<file path="src/rtl/data_mem_pm.sv">
// data_mem_pm: single-port data memory for the MEM stage.
// Byte-lane writes, registered reads with valid flag, selectable read-during-write,
// out-of-range flagging, and a reset-time sequencer that clears and preloads the array.
module data_mem_pm #(
    parameter int DW       = 16,
    parameter int AW       = 8,
    parameter int DEPTH    = 256,
    parameter int NBE      = DW / 8,
    parameter int INIT_VAL = 0,
    parameter int PRELOAD  = 1,
    parameter int RDW_NEW  = 0
) (
    input  logic           clk,
    input  logic           rst,
    input  logic           dwe,
    input  logic [NBE-1:0] dbe,
    input  logic           re,
    input  logic [AW-1:0]  addr,
    input  logic [DW-1:0]  wdata,
    output logic [DW-1:0]  rdata,
    output logic           rvalid,
    output logic           ready,
    output logic           err
);

    typedef enum logic {S_INIT, S_RUN} state_t;

    localparam logic [AW:0]   DEPTH_X = (AW + 1)'(DEPTH);
    localparam logic [AW-1:0] LAST    = AW'(DEPTH - 1);

    state_t         state;
    logic [AW-1:0]  ptr;
    logic [DW-1:0]  mem [DEPTH];

    logic           in_range;
    logic [AW-1:0]  idx;
    logic [DW-1:0]  old_word;
    logic [DW-1:0]  merged;
    logic [DW-1:0]  rd_word;
    logic [DW-1:0]  init_word;
    logic           run;

    assign run      = (state == S_RUN);
    assign in_range = ({1'b0, addr} < DEPTH_X);
    // Out-of-range addresses are steered to word 0 so the array is never indexed past its end.
    assign idx      = in_range ? addr : '0;
    assign old_word = mem[idx];

    // Per-lane merge: enabled lanes take wdata, others keep the stored byte.
    for (genvar i = 0; i < NBE; i++) begin : g_lane
        assign merged[8*i +: 8] = dbe[i] ? wdata[8*i +: 8] : old_word[8*i +: 8];
    end

    // Same-address read-during-write returns either the old word or the merged word.
    assign rd_word = (RDW_NEW != 0 && dwe) ? merged : old_word;

    // Value the init sequencer writes at the current pointer.
    always_comb begin
        init_word = DW'(INIT_VAL);
        if (PRELOAD != 0) begin
            if (ptr == AW'(1)) init_word = DW'(8'h0A);
            if (ptr == AW'(2)) init_word = DW'(8'h0B);
            if (ptr == AW'(3)) init_word = DW'(8'h0C);
        end
    end

    // Storage: init sequencer owns the array until RUN, then in-range writes.
    always_ff @(posedge clk) begin
        if (!run)
            mem[ptr] <= init_word;
        else if (dwe && in_range)
            mem[idx] <= merged;
    end

    // Init sequencer: one word per clock, ready asserted on the edge that writes the last word.
    always_ff @(posedge clk or negedge rst) begin
        if (!rst) begin
            state <= S_INIT;
            ptr   <= '0;
            ready <= 1'b0;
        end else if (!run) begin
            ptr <= ptr + AW'(1);
            if (ptr == LAST) begin
                state <= S_RUN;
                ready <= 1'b1;
            end
        end
    end

    // Read port and error pulse; everything is held quiet while initialising.
    always_ff @(posedge clk or negedge rst) begin
        if (!rst) begin
            rdata  <= '0;
            rvalid <= 1'b0;
            err    <= 1'b0;
        end else begin
            rvalid <= 1'b0;
            err    <= 1'b0;
            if (run) begin
                err <= (dwe | re) & ~in_range;
                if (re) begin
                    if (in_range) begin
                        rdata  <= rd_word;
                        rvalid <= 1'b1;
                    end else begin
                        rdata  <= '0;
                    end
                end
            end
        end
    end

endmodule
</file>
<file path="config.mk">
export PLATFORM = sky130hd
export DESIGN_NAME = data_mem_pm
export DESIGN_NICKNAME = d
export VERILOG_FILES = /design/src/rtl/data_mem_pm.sv
export SDC_FILE = /design/constraint.sdc
export NUM_CORES = 2
export LEC_CHECK = 0
export CAP_MARGIN = 20
export CORE_MARGIN = 5
export CORE_UTILIZATION = 32
export DETAILED_ROUTE_END_ITERATION = 8
export PLACE_DENSITY_LB_ADDON = 0.1
export SLEW_MARGIN = 20
export SYNTH_ARGS = -nofsm -noshare
export SYNTH_HDL_FRONTEND = slang
export SYNTH_SLANG_ARGS = --single-unit
</file>
<file path="constraint.sdc">
create_clock -name clk -period 18.3 [get_ports clk]
set_clock_uncertainty 0.15 [all_clocks]
set_input_delay 1.83 -clock clk [delete_from_list [all_inputs] [get_ports clk]]
set_output_delay 1.83 -clock clk [all_outputs]
set_load 0.1 [all_outputs]
</file>
### Yosys cells after proc, flatten, opt, wreduce, memory -nomap -nowiden

Memories as Yosys holds them, arrays and structs flattened.
Cells that the tools add are included.

* memory bits (writable): 4096
* input bits: 30
* register bits: 27
* word-level logic and storage cells: 31
* memories kept: 1
* output and inout bits: 19

Memories
* mem: words 256, width 16, read ports 1, clocked after Yosys merged registers in 0, wr ports 1, line 33 `logic [DW-1:0] mem [DEPTH];`

* reduce and logical (&&, ||, !) cells: 3
* bitwise operators: 1
* add/subtract/negate cells: 1
* mux-type cells: 16
* eq/ne operators: 4

Operators with widths (number)
* $mux 8: 3
* $eq 8x2->1 const B: 2
* $mux 16: 1
* $reduce_or 16->1: 1
* $mux 4: 3
* $mux 1: 9
* $add 8x1->8 const B: 1
* $eq 8x1->1 const B: 1
* $eq 8x8->1 const B: 1
* $reduce_and 2->1: 2
* $not 1->1: 1

### Depth between registers and ports, before layout

* depth in word-level cells: 5
* depth in mapped cells: 14
* mapped depth without buffers: 7

### Least setup slack after synthesis

No wires, ideal clock.

* path type: input -> register
* start: input port addr[1]
* end: memory mem[0][14], data pin
* stages on the path: 8
* path buffers: 4
* library setup time: 2242 ps
* setup slack: 1874 ps
* data required time: 15908 ps
* data arrival time: 14034 ps
* path through: buf_4 buf_4 buf_4 clkbuf_4 or2_2 o221a_2 or4_4 o31ai_1

* cells in the longest elaborated chain, start to end: 3

Ends and longest elaborated chain
* start: declaration: line 18 `input logic [AW-1:0] addr,`
* $mem_v2 256x16
* $mux 8: line 51 `assign merged[8*i +: 8] = dbe[i] ? wdata[8*i +: 8] : old_word[8*i +: 8];`
* $mux 16 (no line)
* end: declaration: line 33

Every way passes these cells.

### Worst setup path in the final report

* start: input port addr[3]
* end: memory mem[24][10], data pin

Same word-level chain as after synthesis.

==> impl_metrics.env <==
export IMPL_p_sw_frac=0.2175
export IMPL_grt_setup_unrepaired="false"
export IMPL_cts_buffer_depth=4
export IMPL_layout_cells_non_filler=15132
export IMPL_wl_um=569300
export IMPL_num_rows=260
export IMPL_synth_avg_cell_area_um2=21.34
export IMPL_grt_pass1_vias=82058
export IMPL_drv_cap=0
export IMPL_cts_made_buffers=457
export IMPL_worst_r2r_setup_slack_ns=12.44
export IMPL_status="finished clean"
export IMPL_total_power_uw=19590
export IMPL_dr_pass1_iters=8
export IMPL_arrival_ns=9.24
export IMPL_whs_endpoint="rdata[7]"
export IMPL_regToRegStartpoint="mem[85][11]"
export IMPL_syn_inst=7523
export IMPL_grt_antenna_before_repair=51
export IMPL_vias_per_cell=5.475
export IMPL_drive_gt1_frac=0.2684
export IMPL_synth_top_area_cell="edfxtp_1"
export IMPL_crit_fanout=80
export IMPL_fp_dieH_um=718.2
export IMPL_die_x_um=718.2
export IMPL_yosysSeqAreaShare=0.7705
export IMPL_p_clk_frac=0.448
export IMPL_dp_hpwl_um=351500
export IMPL_ant_nets=0
export IMPL_avgRoutedWirePerCell_um=37.62
export IMPL_grt_ovfl_total=0
export IMPL_cts_tree="yes"
export IMPL_cpMostUsedCell="buf_4"
export IMPL_cts_clk_slew_worst_paths_ns=0.06
export IMPL_area_delta_synth_final_pct=15.47
export IMPL_timing_slew_headroom=0.1438
export IMPL_finalCritPeriodShare=0.4763
export IMPL_core_um2=500700
export IMPL_fin_setup_tns_ns=0
export IMPL_min_delay_start="rdata[7]"
export IMPL_synth_async_sr_flop_share=0.006549
export IMPL_required_ns=18.82
export IMPL_start_util=0.3206
export IMPL_internal_power_uw=15330
export IMPL_setup_viol=0
export IMPL_tightest_slew_ns=1.284
export IMPL_worst_setup_path_end_kind="register"
export IMPL_cts_sinks=4123
export IMPL_synth_main_ff_cell="edfxtp_1"
export IMPL_remaining_drc_errors=0
export IMPL_switching_power_uw=4261
export IMPL_hold_viol_final=0
export IMPL_leakagePower_uw=0.05179
export IMPL_clock_fmax_mhz=114.7
export IMPL_hp_class="reg -> reg"
export IMPL_root_buffer="clkbuf_16"
export IMPL_timing_hold_ws_ns=0.3473
export IMPL_post_place_cells=14281
export IMPL_yosys_warnings=0
export IMPL_ys_seq_elements=4123
export IMPL_design_area_um2=185300
export IMPL_drt_initial_drc_count=9168
export IMPL_comb_power_share=0.030
export IMPL_fin_crit_ns=8.716
export IMPL_synth_most_common_cell="edfxtp_1"
export IMPL_seqPwrFrac=0.522
export IMPL_synth_cell_area_um2=160500
export IMPL_n_fill_cell=45480
export IMPL_r2r_cells=10
export IMPL_cpPeakStageDelay_ns=0.74
export IMPL_path_class="in -> reg"
export IMPL_clock_latency_ns=1.05
export IMPL_synthTopCellsByArea="edfxtp_1, mux4_2, mux2i_1, a22oi_1, nor2_1"
export IMPL_slew_viol_final=0
export IMPL_synthesis_nets=7556
export IMPL_netlist_area_leader_share=0.7663
export IMPL_grt_util_all_layers=0.2159
export IMPL_grt_pass1_wl_um=765800
export IMPL_hold_buffers=0
export IMPL_numPortBuffers=47
export IMPL_seq_area_um2=123700
export IMPL_hold_depth=2
export IMPL_grt_max_degree=201
export IMPL_io_pins=49
export IMPL_multi_input_comb_area_um2=34850
export IMPL_die_area_um2=515900
export IMPL_postPlaceCellArea_um2=171200
export IMPL_vdd_drop_max_mv=0.08285
export IMPL_worstSetupStartpointType="primary input"
export IMPL_critPathSlowestCell="buf_4"
export IMPL_cts_setup_buffers=0
export IMPL_cts_resized=0
export IMPL_powerDensity_nw_per_um2=105.7
export IMPL_gp_congestion=0.8442
export IMPL_cp_startpoint="addr[3]"
export IMPL_nets=8093
export IMPL_htree_levels=5
export IMPL_synth_enable_flop_cells=4096
export IMPL_vias=82843
export IMPL_reg2reg_to="mem[37][11]"
export IMPL_path_cells="buf_8 > buf_4 > buf_12 > nand2b_1 > buf_4 > o32ai_1 > a2111oi_1 > clkdlybuf4s18_2 > nor3_1 > o2111ai_1 > o21ai_4 > buf_4 > buf_4"
export IMPL_ys_types=100
export IMPL_synth_common_cells="edfxtp_1, mux4_2, mux2i_1"
## worst max-delay path: cells and delay by family
family,cells,cell delay [ns]
AO/OA/AOI/OAI,4,2.02
buffers and inverters,7,3.76
AND/OR/NAND/NOR,2,1.00
## cells by family (layout without fill, tap and decap cells)
| logic type | after synthesis | count (layout) | synth area share |
|---|---|---|---|
| AO/OA/AOI/OAI | 766 | 766 | 0.03335 |
| buffers and inverters | 454 | 1365 | 0.02092 |
| multiplexers | 1324 | 1324 | 0.1504 |
| other | 1 | 18 | 0.00002336 |
| adder cells (fa/ha/maj) | 3 | 3 | 0.0002339 |
| XOR/XNOR | 7 | 7 | 0.0003820 |
| flip-flops | 4123 | 4123 | 0.7705 |
| AND/OR/NAND/NOR | 845 | 845 | 0.02417 |
## sequential cells by signal (all words and copies together), names as in the netlist
signal / cells
rdata: 16
mem: 4096
ptr: 8
run: 1
rvalid: 1
ready: 1
## through the flow
step | worst slack [ns] | util
final | 9.584 | 0.3702
after global routing | 9.309 | 0.3701
after CTS | 9.609 | 0.3700
after detailed placement | 8.527 | 0.3419
after global placement | 7.864 | 0.3415
after floorplan | 1.874 | -
## area by class of cell
cell class / count / share of cell area
Tap cell: 6681 / 0.04510
Sequential cell: 4123 / 0.6673
Antenna cell: 17 / 0.0002295
Inverter: 12 / 0.0002768
Timing Repair Buffer: 520 / 0.02304
Multi-Input combinational cell: 2946 / 0.1880
Clock inverter: 253 / 0.01156
Clock buffer: 580 / 0.06447
## worst max-delay path by stage
stage,endpoint
4_1_cts,mem[37][11]
3_5_place_dp,mem[36][11]
2_1_floorplan,mem[0][14]
6_report,mem[24][10]
3_3_place_gp,mem[26][3]
5_1_grt,mem[237][11]
## layout by cell type, fill, tap and decap left out, types with 39 or more instances in the layout
| cell | n |
|---|---|
| mux4_2 | 816 |
| a22oi_1 | 175 |
| clkbuf_1 | 119 |
| nor2_4 | 66 |
| nor2_1 | 120 |
| edfxtp_1 | 4096 |
| mux4_1 | 39 |
| nand2_1 | 219 |
| mux2_2 | 39 |
| a221oi_1 | 41 |
| a21oi_1 | 125 |
| buf_4 | 453 |
| clkinv_2 | 77 |
| mux2i_1 | 427 |
| o22ai_1 | 45 |
| o21ai_0 | 76 |
| nand3_1 | 69 |
| a22o_1 | 41 |
| nor2_2 | 153 |
| clkbuf_16 | 458 |
| clkinv_1 | 114 |
## power by group through the flow
stage / clock network [uW] / logic (uW) / registers (uW)
2_1_floorplan: 0 / 336 / 10400
3_3_place_gp: 0 / 598 / 10400
3_5_place_dp: 0 / 599 / 10400
4_1_cts: 8980 / 600 / 10200
5_1_grt: 9370 / 609 / 10200
6_report: 8780 / 592 / 10200
## metal layers
metal | GRT usage | up-vias | wire length, um
met4 | 0.05733 | 8 | 16070
met2 | 0.3392 | 3233 | 264100
li1 | - | 32771 | -
met5 | 0 | - | 41
met1 | 0.3130 | 46189 | 251400
met3 | 0.03380 | 642 | 37680
No activity file was read; power rests on OpenSTA's default activity.
